===== config.mk =====
export PLATFORM = sky130hd
export DESIGN_NAME = sprite_packer
export DESIGN_NICKNAME = d
export VERILOG_FILES = /design/src/rtl/sprite_packer.sv
export SDC_FILE = /design/constraint.sdc
export NUM_CORES = 1
export LEC_CHECK = 0
export ABC_AREA = 0
export CAP_MARGIN = 20
export CORE_MARGIN = 2
export CORE_UTILIZATION = 53
export DETAILED_ROUTE_END_ITERATION = 12
export GPL_TIMING_DRIVEN = 0
export PLACE_DENSITY = 0.78
export SYNTH_ARGS = -nofsm -noshare
export SYNTH_HDL_FRONTEND = slang
export SYNTH_SLANG_ARGS = --single-unit

===== constraint.sdc =====
create_clock -name clk -period 3.33 [get_ports clk]
set_clock_uncertainty 0.1 [all_clocks]
set_input_delay 0.333 -clock clk [delete_from_list [all_inputs] [get_ports clk]]
set_output_delay 0.333 -clock clk [all_outputs]
set_load 0.005 [all_outputs]

===== src/rtl/sprite_packer.sv =====
`default_nettype none
// ============================================================================
//  Module      : sprite_packer
//  Description : Packs 2-bit palette-index pixels into 32-bit sprite words
//                (pixel 0 in bits [31:30]) and presents them with sequential
//                sprite-RAM write addresses through a single-entry output
//                register.
//  Revision    : 1.0 - initial release
// ============================================================================
module sprite_packer #(
    parameter int NUM_WORDS = 32,
    parameter int ADDR_W    = 5
) (
    input  logic              clk,
    input  logic              reset,
    input  logic              pix_valid,
    output logic              pix_ready,
    input  logic [1:0]        pix_data,
    input  logic              pix_last,
    output logic              word_valid,
    input  logic              word_ready,
    output logic [31:0]       word_data,
    output logic [ADDR_W-1:0] word_addr,
    output logic              done
);

    localparam logic [ADDR_W-1:0] c_last_addr = ADDR_W'(NUM_WORDS - 1);
    localparam logic [ADDR_W-1:0] c_addr_one  = ADDR_W'(1);

    logic [31:0]       r_acc;
    logic [3:0]        r_cnt;
    logic              r_valid;
    logic [31:0]       r_data;
    logic              r_last;
    logic [ADDR_W-1:0] r_wr_addr;
    logic              r_done;

    logic [4:0]        w_shift;
    logic [31:0]       w_acc_next;
    logic              w_pix_acc;
    logic              w_word_acc;
    logic              w_complete;

    // Slot position of the incoming pixel and the accumulator including it.
    // A completing pixel stalls only while a held word is not being taken.
    always_comb begin
        w_shift    = 5'd30 - {r_cnt, 1'b0};
        w_acc_next = r_acc | ({30'd0, pix_data} << w_shift);
        pix_ready  = !r_valid || word_ready || ((r_cnt != 4'd15) && !pix_last);
        w_pix_acc  = pix_valid && pix_ready;
        w_word_acc = r_valid && word_ready;
        w_complete = w_pix_acc && ((r_cnt == 4'd15) || pix_last);
    end

    // Accumulator, output register, write-address counter and done pulse.
    always_ff @(posedge clk) begin
        if (reset) begin
            r_acc     <= 32'd0;
            r_cnt     <= 4'd0;
            r_valid   <= 1'b0;
            r_data    <= 32'd0;
            r_last    <= 1'b0;
            r_wr_addr <= '0;
            r_done    <= 1'b0;
        end else begin
            r_done <= w_word_acc && r_last;

            // The address counter always names the word currently held, so
            // it only moves when that word leaves.
            if (w_word_acc) begin
                if (r_last || (r_wr_addr == c_last_addr)) begin
                    r_wr_addr <= '0;
                end else begin
                    r_wr_addr <= r_wr_addr + c_addr_one;
                end
            end

            if (w_pix_acc) begin
                if (w_complete) begin
                    r_acc <= 32'd0;
                    r_cnt <= 4'd0;
                end else begin
                    r_acc <= w_acc_next;
                    r_cnt <= r_cnt + 4'd1;
                end
            end

            // A new word may replace one being taken in the same cycle.
            if (w_complete) begin
                r_valid <= 1'b1;
                r_data  <= w_acc_next;
                r_last  <= pix_last;
            end else if (w_word_acc) begin
                r_valid <= 1'b0;
            end
        end
    end

    assign word_valid = r_valid;
    assign word_data  = r_data;
    assign word_addr  = r_wr_addr;
    assign done       = r_done;

endmodule
`default_nettype wire


## Word level (Yosys, flattened, before mapping)

Index checks and enable logic that the tools add are counted.

- Add/subtract/negate cells: 3
- $mul: 0
- Div/mod/pow operators: 0
- Magnitude comparators: 0
- Equal/unequal tests: 3
- Shift-type cells: 1
- Multiplexer cells: 5
- Bitwise operators: 1
- Reductions and logical operators: 12

Operators with widths:

| cell | number |
|---|---|
| $mux 32 | 1 |
| $or 32x32->32 | 1 |
| $shl 2x5->32 | 1 |
| $add 5x1->5 const B | 1 |
| $eq 5x5->1 const B | 1 |
| $logic_and 1x1->1 | 5 |
| $mux 5 | 1 |
| $sub 5x5->5 const A | 1 |
| $add 4x1->4 const B | 1 |
| $eq 4x4->1 const B | 1 |
| $logic_or 1x1->1 | 4 |
| $mux 4 | 1 |
| $ne 4x4->1 const B | 1 |
| $logic_not 1->1 | 2 |
| $mux 1 | 2 |
| $reduce_bool 2->1 | 1 |

- Bits in registers: 76
- Latch bits: 0
- Bits in writable memories: 0
- ROM bits: 0
- Bits of input ports: 7
- Logic and storage cells: 32
- Memories kept: 0

## Longest topological paths before layout

- Word-level depth: 6
- Gate-level depth with buffers: 6
- Depth with buffers taken out: 6

## Worst setup path before layout

OpenSTA, ideal clock, no wires.

- Path type: reg-to-reg
- From: reg r_wr_addr[0] (netlist: word_addr[0])
- To: reg r_wr_addr[2] (netlist: word_addr[2])
- Arrival: 1455 ps
- Required time: 3159 ps
- Setup slack: 1704 ps
- Stages on the path, launching flop included: 7
- Buffers on the path: 0
- Period minus slack after synthesis: 1626 ps
- Cell sequence: dfxtp_1 > ha_1 > and3_1 > ha_1 > nor3_1 > nand3b_1 > a21oi_1

- Longest elaborated chain between the ends: 3

Ends and longest elaborated chain:

| what | line | source |
|---|---|---|
| start: declaration | 35 | `logic [ADDR_W-1:0] r_wr_addr;` |
| start signal: assignment | 74 | `r_wr_addr <= r_wr_addr + c_addr_one;` |
| parallel branches: the longest is 2 deep, another holds $add 5x1->5 | n/a |  |
| $mux 5 (*) | 71 | `if (r_last \|\| (r_wr_addr == c_last_addr)) begin` |

Mark *: on every way between the ends.
A chain may end at the register's enable or synchronous reset.

## Worst setup path after layout

- From: reg r_cnt[0]
- To: out pix_ready

- Longest elaborated chain between the ends: 3

Ends and longest elaborated chain:

| what | line | source |
|---|---|---|
| start: declaration | 31 | `logic [3:0] r_cnt;` |
| start signal: assignment | 84 | `r_cnt <= r_cnt + 4'd1;` |
| $ne 4x4->1 | 49 | `pix_ready = !r_valid \|\| word_ready \|\| ((r_cnt != 4'd15) && !pix_last);` |
| $logic_and 1x1->1 | 49 |  |
| $logic_or 1x1->1 | 49 |  |
| end: declaration | 17 | `output logic pix_ready,` |

Every way passes these cells.

==> results.toml <==
[critical_path]
worstPathRequired_ps = 2900
r2r_start = "r_cnt[0]"
slowest_delay_ps = 500
reg2reg_depth = 6
crit_fanout = 5
r2r_slack_ps = 1460
path_cells = "ha_1 > a31o_2 > nand2_1 > clkdlybuf4s50_1"
cpMaxStageDelayCell = "clkdlybuf4s50_1"
crit_family = "buffers and inverters"
startpoint = "r_cnt[0]"
crit_buf_inv = 1
crit_arrival_ps = 1820
end_kind = "output pin"
path_class = "flip-flop to output pin"
reg2reg_to = "word_data[16]"
startpoint_type = "flip-flop"

[placement]
place_hpwl_um = 5300
routabilityCongestion = 0.913
portBuffers = 45
place_inst = 487

[drt]
drtAntennaViolNets = 0
met1_length_um = 3340
route.met3.wl_um = 562
wirelength_um = 7710
drc = 0
first_iter_violations = 255
wire_per_inst_um = 15.3
vias_per_cell = 5.71
wl_met2_um = 3600
vias = 2874
firstDrtPassIters = 5
top_layer = "met4"

[hold_path]
min_from = "reset"
whs_endpoint = "r_cnt[0]"
whs_path_depth = 2
hold_path.class = "primary input to flip-flop"

[floorplanning]
rows = 28
pin_count = 47
die_w_um = 81.4
start_util = 0.543
chipHeight_um = 81.4
die_area_mm2 = 0.00663
core-area_mm2 = 0.00585

[clock_tree]
cts_buffer_depth = 2
hold_buffers = 0
clk_latency_ps = 360
clk_pin_slew_ps = 70
htree_levels = 3
clockRootBuffer = "clkbuf_8"
clock_sinks = 76
cts_tree = "done"
cts_setup_buffers = 0
cts_resized = 0
numCtsBuffers = 9

[logic_synthesis]
yosys.cell_count.top_type = "nor2_1"
synth.largest_area_cell = "dfxtp_1"
synth_top_flop_cell = "dfxtp_1"
synth_area_mm2 = 0.00318
async_flop_share = 0
synth-edff-count = 0
synth_top_area_share = 0.479
synth_nets = 377
ys_ff_latch = 76
yosys.cell_types.count = 38
synth.avg_cell_area_um2 = 8.66
ys_top_cells_by_count = "97 x nor2_1, 76 x dfxtp_1, 39 x a21oi_1, 39 x nor3_1, 19 x nor3_2"
synthTopCellsByArea = "dfxtp_1 48%, nor2_1 11%, a21oi_1 6.1%"
ys_seq_area_frac = 0.479
netlist_instances = 367
ys_warn_count = 0

[layout]
antenna_cells = 0
area_delta_synth_final_pct = 23.5
drive_above_1_share = 0.145
final_core_util = 0.671
instances_no_fill = 503
num-nets-final = 433

[global_route]
grt.total_usage = 0.255
grt_pass1_wl_um = 12700
gr-total-overflow = 0
grt_pass1_vias = 2661
grt_max_degree = 14
antenna_found_initial = 0

[sta]
post-route-min-period_ps = 2260
fmax_ghz = 0.443
finalCritPeriodShare = 0.678
hold_viol = 0
rsz0062_at_grt = "false"
whs_ps = 362
setup_viol = 0
worst_pin_slew_ps = 667
tns_ps = 0
final_max_slew_viol_count = 0
slew_headroom = 0.556

[job]
maxCapViolations = 0

[power]
total_power_mw = 1.87
p_leak_nw = 1.43
peakVddDrop_uv = 317
powerDensity_mw_per_mm2 = 477

[run_status]
status = "finished clean"
[cell usage in the layout (no fill, tap or decap), types with 2 or more instances in the layout]
master	instances
nand3b_1	6
buf_4	4
nor2_1	97
clkinvlp_4	3
o21ai_0	2
buf_2	12
a21oi_1	39
ha_1	3
a311oi_1	9
clkbuf_8	10
nor3_2	19
and3b_1	5
buf_6	2
or3b_1	2
and3_1	4
nor3_1	39
a22oi_1	2
nand2_1	7
nand3_1	4
clkdlybuf4s50_1	45
nor3_4	4
nand2b_1	5
clkbuf_1	9
dfxtp_1	76
nor3b_2	2
[state kept, by name, indices dropped and copies added, names as in the netlist]
| register | count |
|---|---|
| word_data | 32 |
| done | 1 |
| word_valid | 1 |
| r_last | 1 |
| r_acc | 32 |
| word_addr | 5 |
| r_cnt | 4 |
[kinds of logic after synthesis]
logic type,count (synthesis),share of synthesized area
simple gates,200,0.343
flops,76,0.479
mux,1,0.00315
fa+ha+maj,3,0.0118
compound gates,60,0.117
buf+inv,27,0.0461
[power by group]
group          total, mW  leakage, nW  switching [mW]  internal (mW)
combinational      0.210        0.720           0.114         0.0958
sequential         0.954        0.618          0.0159          0.938
clock              0.710       0.0918           0.342          0.368
total               1.87         1.43           0.473           1.40
[through the flow]
step	area, µm²	setup WS, ps
after CTS	3930	1060
after global routing	3930	1020
after detailed placement	3720	1140
after floorplan	3180	1700
final	3930	1070
after global placement	3720	1150
[metal layers]
metal,up-vias,global-route usage
met5,-,0
met2,114,0.398
met3,21,0.0516
met1,1340,0.336
li1,1399,-
met4,0,0.125
[worst max-delay path by stage]
stage                   end  cells past startpoint
6_report          pix_ready                      4
3_5_place_dp      pix_ready                      4
4_1_cts           pix_ready                      4
2_1_floorplan  word_addr[2]                      6
3_3_place_gp      pix_ready                      4
5_1_grt           pix_ready                      4
[area by class of cell]
class,count,area (µm²)
fillers,478,1930
flip-flops and latches,76,1520
multi-input cells,264,1510
repair buffers,45,450
plain buffers,26,143
clock buffers,11,141
well taps,75,93.8
clock inverters,5,61.3
inverters,1,3.75
Power figures use the tool's default switching activity.
